==> src/rtl/rv32i_types_pkg.sv <==
// Shared RV32I front-end types: BTB geometry, the BTB update record and the
// single PC-to-BTB-index mapping used by fetch, the BTB and the update unit.
package rv32i_types;

  localparam int BTB_DEPTH = 64;
  localparam int BTB_IDX_W = $clog2(BTB_DEPTH);

  typedef struct packed {
    logic                 valid;
    logic [BTB_IDX_W-1:0] idx;
    logic [31:0]          target;
  } btb_upd_t;

  // Word-aligned PC; callers keep the low $clog2(depth) bits as the index.
  function automatic logic [31:0] pc_to_btb_idx(input logic [31:0] pc);
    return pc >> 2;
  endfunction

endpackage

==> src/rtl/btb_update_unit_queue.sv <==
// Coalescing circular FIFO of pending BTB training writes. The head is drained
// every cycle it is occupied; pushes to an index already queued overwrite it.
module btb_upd_queue #(
  parameter int IDX_W     = 6,
  parameter int UPD_DEPTH = 4
) (
  input  logic             clk,
  input  logic             rst,
  input  logic             i_push,
  input  logic [IDX_W-1:0] i_pushIdx,
  input  logic [31:0]      i_pushTarget,
  output logic             o_full,
  output logic             o_headValid,
  output logic [IDX_W-1:0] o_headIdx,
  output logic [31:0]      o_headTarget
);

  localparam int PTR_W = $clog2(UPD_DEPTH);
  localparam int CNT_W = PTR_W + 1;

  logic [UPD_DEPTH-1:0] r_valid;
  logic [IDX_W-1:0]     r_idx    [UPD_DEPTH];
  logic [31:0]          r_target [UPD_DEPTH];
  logic [PTR_W-1:0]     r_head;
  logic [PTR_W-1:0]     r_tail;
  logic [CNT_W-1:0]     r_count;

  logic             w_pop;
  logic             w_hit;
  logic [PTR_W-1:0] w_hitPtr;
  logic             w_alloc;
  logic             w_coalesce;

  // The head leaves this cycle, so it never absorbs a new update.
  always_comb begin
    w_hit    = 1'b0;
    w_hitPtr = '0;
    for (int i = 0; i < UPD_DEPTH; i++) begin
      if (r_valid[i] && (r_idx[i] == i_pushIdx) && (PTR_W'(i) != r_head)) begin
        w_hit    = 1'b1;
        w_hitPtr = PTR_W'(i);
      end
    end
  end

  assign w_pop      = (r_count != '0);
  assign w_alloc    = i_push & ~w_hit;
  assign w_coalesce = i_push & w_hit;

  always_ff @(posedge clk) begin
    if (rst) begin
      r_valid <= '0;
      r_head  <= '0;
      r_tail  <= '0;
      r_count <= '0;
    end else begin
      if (w_pop) begin
        r_valid[r_head] <= 1'b0;
        r_head          <= r_head + 1'b1;
      end
      if (w_alloc) begin
        r_valid[r_tail] <= 1'b1;
        r_tail          <= r_tail + 1'b1;
      end
      r_count <= r_count + CNT_W'(w_alloc) - CNT_W'(w_pop);
    end
  end

  always_ff @(posedge clk) begin
    if (w_alloc) begin
      r_idx[r_tail]    <= i_pushIdx;
      r_target[r_tail] <= i_pushTarget;
    end
    if (w_coalesce) begin
      r_target[w_hitPtr] <= i_pushTarget;
    end
  end

  assign o_full       = (r_count == CNT_W'(UPD_DEPTH));
  assign o_headValid  = w_pop;
  assign o_headIdx    = w_pop ? r_idx[r_head] : '0;
  assign o_headTarget = w_pop ? r_target[r_head] : '0;

endmodule

==> src/rtl/btb_update_unit.sv <==
// Compares predicted vs. resolved next PC, redirects fetch on a mismatch and
// queues the corresponding BTB training write; also keeps resolve statistics.
module btb_update_unit
  import rv32i_types::*;
#(
  parameter int BTB_DEPTH = rv32i_types::BTB_DEPTH,
  parameter int UPD_DEPTH = 4
) (
  input  logic                         clk,
  input  logic                         rst,
  input  logic                         resolve_valid,
  output logic                         resolve_ready,
  input  logic [31:0]                  resolve_pc,
  input  logic [31:0]                  resolve_pred_pc,
  input  logic [31:0]                  resolve_actual_pc,
  output logic                         redirect_valid,
  output logic [31:0]                  redirect_pc,
  output logic                         pc_next_misprediction,
  output logic [$clog2(BTB_DEPTH)-1:0] btb_write_idx,
  output logic [31:0]                  btb_write_pc,
  output logic [31:0]                  stat_resolved,
  output logic [31:0]                  stat_mispredict
);

  localparam int IDX_W = $clog2(BTB_DEPTH);

  logic             w_full;
  logic             w_fire;
  logic             w_mis;
  logic [31:0]      w_idxWord;
  logic [IDX_W-1:0] w_idx;
  logic             w_unused;

  logic             r_redirectValid;
  logic [31:0]      r_redirectPc;
  logic [31:0]      r_statResolved;
  logic [31:0]      r_statMispredict;

  assign resolve_ready = ~w_full;
  assign w_fire        = resolve_valid & resolve_ready;
  assign w_mis         = w_fire & (resolve_pred_pc != resolve_actual_pc);
  assign w_idxWord     = pc_to_btb_idx(resolve_pc);
  assign w_idx         = w_idxWord[IDX_W-1:0];
  assign w_unused      = ^w_idxWord[31:IDX_W];

  btb_upd_queue #(
    .IDX_W     (IDX_W),
    .UPD_DEPTH (UPD_DEPTH)
  ) u_queue (
    .clk          (clk),
    .rst          (rst),
    .i_push       (w_mis),
    .i_pushIdx    (w_idx),
    .i_pushTarget (resolve_actual_pc),
    .o_full       (w_full),
    .o_headValid  (pc_next_misprediction),
    .o_headIdx    (btb_write_idx),
    .o_headTarget (btb_write_pc)
  );

  // redirect_pc keeps its last value between pulses.
  always_ff @(posedge clk) begin
    if (rst) begin
      r_redirectValid <= 1'b0;
      r_redirectPc    <= '0;
    end else begin
      r_redirectValid <= w_mis;
      if (w_mis) begin
        r_redirectPc <= resolve_actual_pc;
      end
    end
  end

  always_ff @(posedge clk) begin
    if (rst) begin
      r_statResolved   <= '0;
      r_statMispredict <= '0;
    end else begin
      if (w_fire && (r_statResolved != 32'hFFFF_FFFF)) begin
        r_statResolved <= r_statResolved + 32'd1;
      end
      if (w_mis && (r_statMispredict != 32'hFFFF_FFFF)) begin
        r_statMispredict <= r_statMispredict + 32'd1;
      end
    end
  end

  assign redirect_valid  = r_redirectValid;
  assign redirect_pc     = r_redirectPc;
  assign stat_resolved   = r_statResolved;
  assign stat_mispredict = r_statMispredict;

endmodule

==> config.mk <==
export PLATFORM = sky130hd
export DESIGN_NAME = btb_update_unit
export DESIGN_NICKNAME = d
export VERILOG_FILES = /design/src/rtl/rv32i_types_pkg.sv /design/src/rtl/btb_update_unit_queue.sv /design/src/rtl/btb_update_unit.sv
export SDC_FILE = /design/constraint.sdc
export NUM_CORES = 1
export LEC_CHECK = 0
export BUFFER_PORTS_ARGS = -buffer_cell sky130_fd_sc_hd__buf_4
export CORE_MARGIN = 2
export CORE_UTILIZATION = 50
export DETAILED_ROUTE_END_ITERATION = 16
export HOLD_SLACK_MARGIN = 0.08
export PLACE_DENSITY = 0.77
export SLEW_MARGIN = 15
export SYNTH_ARGS = -nofsm -noshare
export SYNTH_HDL_FRONTEND = slang
export SYNTH_SLANG_ARGS = --single-unit
==> constraint.sdc <==
create_clock -name clk -period 4.55 [get_ports clk]
set_clock_uncertainty 0.15 [all_clocks]
set_input_delay 0.91 -clock clk [delete_from_list [all_inputs] [get_ports clk]]
set_output_delay 0.91 -clock clk [all_outputs]
set_load 0.005 [all_outputs]
# After elaboration in Yosys (flattened, before gate mapping)
# Memory sizes are Yosys's and may differ from the RTL's. A register that Yosys moved wholly into a read port is not among the register bits.
# Index checks and enable logic that the tools add are counted.
[word_totals]
out_inout_bits = 137
elab_cells = 82
register_bits = 108
input_bits = 99
memories = 2
ramBits = 152
[memory_table]
columns = ["name", "depth", "width", "rd", "rd_ports_with_merged_regs", "wr", "line_no", "text"]
rows = [
  ["u_queue.r_target", 4, 32, 1, 1, 1, "btb_update_unit_queue.sv:23", "logic [31:0] r_target [UPD_DEPTH];"],
  ["u_queue.r_idx", 4, 6, 5, 1, 1, "btb_update_unit_queue.sv:22", "logic [IDX_W-1:0] r_idx [UPD_DEPTH];"],
]
[classes]
add_sub_neg = 6
reduce_logical = 15
bitwise_logic = 9
n_mux = 27
eq_ne = 11
order_cmp = 4
[op_table]
columns = ["cell", "count"]
rows = [
  ["32-bit by 1-bit adder with 32-bit output, second input constant", 2],
  ["32-bit 2-to-1 mux", 2],
  ["32-bit inequality test, second input constant", 2],
  ["32-bit inequality test", 1],
  ["32-bit OR reduction", 1],
  ["6-bit equality test", 4],
  ["2-bit 2-to-1 mux", 7],
  ["1-bit logical AND", 12],
  ["1-bit 2-to-1 mux", 12],
  ["4-bit 2-to-1 mux", 3],
  ["2-bit by 3-bit less-than comparator with 1-bit output, second input constant", 2],
  ["6-bit 2-to-1 mux", 1],
  ["2-bit by 1-bit adder with 2-bit output, second input constant", 2],
  ["1-bit bitwise AND", 4],
  ["4-bit bitwise AND", 1],
  ["1-bit demux with 2-bit select", 2],
  ["2-bit by 1-bit greater-or-equal comparator with 1-bit output, second input constant", 2],
  ["2-bit inequality test, first input constant", 2],
  ["4-bit NOT", 1],
  ["4-bit OR", 1],
  ["3-bit by 1-bit adder with 3-bit output", 1],
  ["3-bit equality test, second input constant", 1],
  ["3-bit nonzero test", 1],
  ["3-bit by 1-bit subtractor with 3-bit output", 1],
  ["other kinds (3)", 4],
]

# Depth between registers and ports, before layout
# An unclocked memory read counts as a cell.
[depth]
depth_word = 13
ltp_mapped = 13
ltp_nobuf = 13

# By module
# A second synthesis with hierarchy kept.
[unflattened]
hier_cells = 889
hier_area_um2 = 11549.8
[by_module_without_submodules]
columns = ["module", "n_inst", "area_each_um2", "seq_area_each_um2", "cells_each"]
rows = [
  ["btb_upd_queue", 1, 6791.5, 4824.6, 365],
  ["btb_update_unit", 1, 4758.3, 1941.9, 524],
]

# Least setup slack after synthesis
# Ideal clock, no wire load.
[synth_path]
path_type = "input-to-reg"
start = "input resolve_actual_pc[27]"
end = "memory u_queue.r_target[0][0], enable pin"
setup_ps = 461
arrival_time_ps = 4323
cell_stages = 9
setup_slack_ps = -385
cell_sequence = "xor2_1 -> nor4_1 -> nand4_1 -> o21ai_2 -> buf_4 -> buf_6 -> buf_6 -> nor2_1 -> nor3_1"
[synth_between]
elab_chain_cells = 7
word_cells_on_any_way = 11
cone_classes = "eq/ne: 1; mux: 6; bitwise: 3; reduce/logical: 1"
[synth_lines]
columns = ["item", "line_no", "text"]
rows = [
  ["start: declaration", "btb_update_unit.sv:15", "input logic [31:0] resolve_actual_pc,"],
  ["32-bit inequality test *", "btb_update_unit.sv:41", "assign w_mis = w_fire & (resolve_pred_pc != resolve_actual_pc);"],
  ["1-bit bitwise AND *", "btb_update_unit.sv:41", ""],
  ["1-bit bitwise AND", "btb_update_unit_queue.sv:48", "assign w_coalesce = i_push & w_hit;"],
  ["1-bit 2-to-1 mux", "btb_update_unit_queue.sv:74", "if (w_coalesce) begin"],
  ["1-bit 2-to-1 mux (implied by the code)", "btb_update_unit_queue.sv:75", "r_target[w_hitPtr] <= i_pushTarget;"],
  ["32-bit OR reduction (no source line)", "--", ""],
  ["2-bit 2-to-1 mux (no source line) or 1-bit 2-to-1 mux (tied branches)", "--", ""],
  ["end: declaration", "btb_update_unit_queue.sv:23", ""],
]
# Every way passes the cells marked *; elsewhere a longest branch is shown, timed or not.

==> flow_summary.json <==
{
  "synth_cells": 932,
  "ys_seq_area_share_pct": 58.80,
  "r2r_end": "stat_mispredict[14]",
  "coreArea_mm2": 0.02264,
  "syn_area_mm2": 0.01151,
  "hold_viol": 0,
  "synthArstFlopShare_pct": 0,
  "vias_per_cell": 5.666,
  "ctsRootBufferMaster": "clkbuf_16",
  "dieArea_mm2": 0.02424,
  "io_buffers": 209,
  "slew_headroom_pct": 29.30,
  "cp.required_ns": 3.49,
  "peakVddDrop_uv": 259.0,
  "hold-path-endpoint": "redirect_pc[27]",
  "drive_gt1_share_pct": 27.90,
  "drt_first_iter_violations": 484,
  "setup_violations": 0,
  "r2r_start": "stat_mispredict[3]",
  "r2r_setup_slack_ns": 1.33,
  "p_leak_nw": 5.250,
  "layout_setup_ws_ns": 1.166,
  "regArea_mm2": 0.006769,
  "cp_cell_sequence": "mux4_2, and2_1, buf_4",
  "postCtsSetupRepairBufs": 0,
  "antenna_found_initial": 0,
  "fin_tns_setup_ns": 0,
  "yosysWarnings": 0,
  "dieWidth_um": 155.7,
  "die_y_um": 155.7,
  "fin_util_pct": 63.12,
  "fin_area_mm2": 0.01429,
  "cts_made_buffers": 27,
  "grt_pass1_wl_um": 42140,
  "period_minus_slack_ns": 3.384,
  "diodes": 0,
  "hold_path.class": "register to register",
  "clock-sinks": 262,
  "initial_core_util_pct": 50.83,
  "wl_per_cell_um": 18.81,
  "insertion_delay_ns": 0.53,
  "syn_to_final_growth_pct": 24.18,
  "syn_area_per_cell_um2": 12.35,
  "nets": 1245,
  "p_int_mw": 5.079,
  "path_buf_inv": 1,
  "clk_pin_slew_ns": 0.06,
  "cp_top_family": "flip-flops",
  "max_cap_viol_count": 0,
  "power_frac_seq_pct": 41.6,
  "dpl.cell_count": 1389,
  "overflow": 0,
  "vias": 8154,
  "drtAntennaViolNets": 0,
  "powerDensity_mw_per_mm2": 490.7,
  "comb_power_share_pct": 26.9,
  "rows": 55,
  "multiInputGateArea_mm2": 0.004478,
  "end_kind": "primary output",
  "pin_count": 236,
  "synth.largest_area_cell": "edfxtp_1",
  "ff2ff_path_depth": 7,
  "status": "finished clean",
  "fillers": 1755,
  "switching_share_pct": 27.57,
  "synth_flop_cell": "edfxtp_1",
  "grt_max_degree": 91,
  "crit_type": "register to primary output",
  "drtPass1Iterations": 5,
  "place_ws_ns": 0.7915,
  "worst-path-max-fanout": 38,
  "place_congestion": 0.8004,
  "worst_slew_pin_slew_ns": 1.057,
  "synth.ff_latch_count": 262,
  "synth_top_area_share_pct": 39.67,
  "worstPathArrival_ns": 2.32,
  "rsz0062_at_grt": "no",
  "post_dp_cell_area_mm2": 0.01340,
  "cts_resized": 0,
  "fmax_ghz": 0.2956,
  "drc": 0,
  "worstSetupStartpointType": "register",
  "final_max_slew_viol_count": 0,
  "timing.final.crit_share_pct": 74.36,
  "timing.hold.worst_path_depth": 2,
  "synthTopCellsByArea": "edfxtp_1, dfxtp_1, mux4_2",
  "yosys.cell_count.top_type": "edfxtp_1",
  "postCtsHoldBufs": 0,
  "hp-start": "redirect_pc[27]",
  "p_sw_mw": 1.933,
  "synth_cell_types": 56,
  "clk_path_buf_depth": 3,
  "cts-htree-levels": 1,
  "yosys-top-cells-count": "edfxtp_1, dfxtp_1, nand2_1, a21oi_1, xor2_1",
  "fin_cells": 1439,
  "slowest_stage": "dfxtp_2",
  "routed_wl_um": 27060,
  "cts_tree": "built",
  "grt_util_all_layers_pct": 22.00,
  "dp_hpwl_um": 17490,
  "grt_pass1_vias": 8005,
  "synth_nets": 1044,
  "critPathMaxStageDelay_ns": 1.03,
  "synth_edf_count": 152,
  "clock_power_share_pct": 31.5
}
-- tightest hold or removal path, cell delays in order (launching register included) --
cell	delay (ns)
dfxtp_1	0.31
nand2_1	0.05
a21oi_1	0.05
-- registers in the layout, indices dropped and copies added (netlist names), named ones only --
name,cells
u_queue.r_idx,24
u_queue.r_count,3
redirect_pc,32
stat_resolved,32
stat_mispredict,32
redirect_valid,1
u_queue.r_target,128
u_queue.r_head,2
u_queue.r_tail,2
u_queue.r_valid,4
-- layout make-up --
cell class | instances | area share, %
Sequential cell | 262 | 47.37
Multi-Input combinational cell | 607 | 31.34
Timing Repair Buffer | 223 | 12.24
Clock buffer | 41 | 5.385
Tap cell | 285 | 2.495
Clock inverter | 9 | 0.8581
Inverter | 12 | 0.3152
-- power by group through the flow --
stage / clock network (mW) / registers (mW) / logic [mW]
after global placement: 0 / 2.95 / 1.85
after global routing: 2.34 / 2.94 / 2.05
after CTS: 2.25 / 2.92 / 1.91
after detailed placement: 0 / 2.96 / 1.90
after floorplan: 0 / 2.88 / 1.12
final: 2.21 / 2.92 / 1.89
-- per-layer routing --
layer  GRT usage (%)  vias to the layer above  routed length [µm]  part of all wire (%)
met5               0                        -                   0                     0
met2           37.97                      269               13160                    49
met3           4.222                       47                1911                   7.1
met1           28.33                     3971               11300                    42
met4           6.597                        0                 690                   2.5
li1                -                     3867                   -                     -
-- layout by cell type, fill, tap and decap left out, types with 11 or more instances in the layout --
| cell | n |
|---|---|
| or4_1 | 21 |
| a21oi_1 | 65 |
| dfxtp_1 | 108 |
| nand2_1 | 92 |
| ha_1 | 12 |
| mux4_2 | 38 |
| nor2_1 | 48 |
| nand4_1 | 21 |
| nor3_1 | 13 |
| xor2_1 | 52 |
| inv_1 | 11 |
| and3_1 | 13 |
| nand3_1 | 25 |
| o21ai_0 | 11 |
| edfxtp_1 | 152 |
| or3_1 | 11 |
| xnor2_1 | 28 |
| and2_1 | 41 |
| nor4_1 | 23 |
| clkbuf_16 | 27 |
| buf_4 | 217 |
| o31ai_1 | 21 |
-- kinds of logic (layout without fill, tap and decap cells) --
logic type	count (synthesis)	count (layout)	share of synthesized area (%)
adder cells (fa/ha/maj)	13	13	1.479
AO/OA/AOI/OAI	118	118	6.230
AND/OR/NAND/NOR	347	347	16.29
XOR/XNOR	80	80	6.089
flip-flops	262	262	58.80
buffers and inverters	63	285	2.631
multiplexers	49	49	8.481
-- worst max path at each step --
stage	from	to	slack, ns	cells past startpoint
after floorplan	resolve_actual_pc[27]	u_queue.r_target[0][0]	-0.38	9
after global placement	resolve_actual_pc[27]	u_queue.r_target[3][5]	0.82	10
after detailed placement	resolve_actual_pc[27]	u_queue.r_target[2][5]	0.79	10
after CTS	register	btb_write_pc[15]	1.11	3
after global routing	register	btb_write_pc[15]	1.08	3
final	register	btb_write_pc[15]	1.17	3
-- through the flow --
step | hold WS (ns) | total power [mW]
detailed placement | 0.2977 | 4.860
CTS | 0.3061 | 7.078
floorplan | 0.2957 | 3.995
global route | 0.3292 | 7.324
global placement | 0.2922 | 4.801
finish | 0.3040 | 7.012
Note: power is estimated with default switching activity, not from simulation.
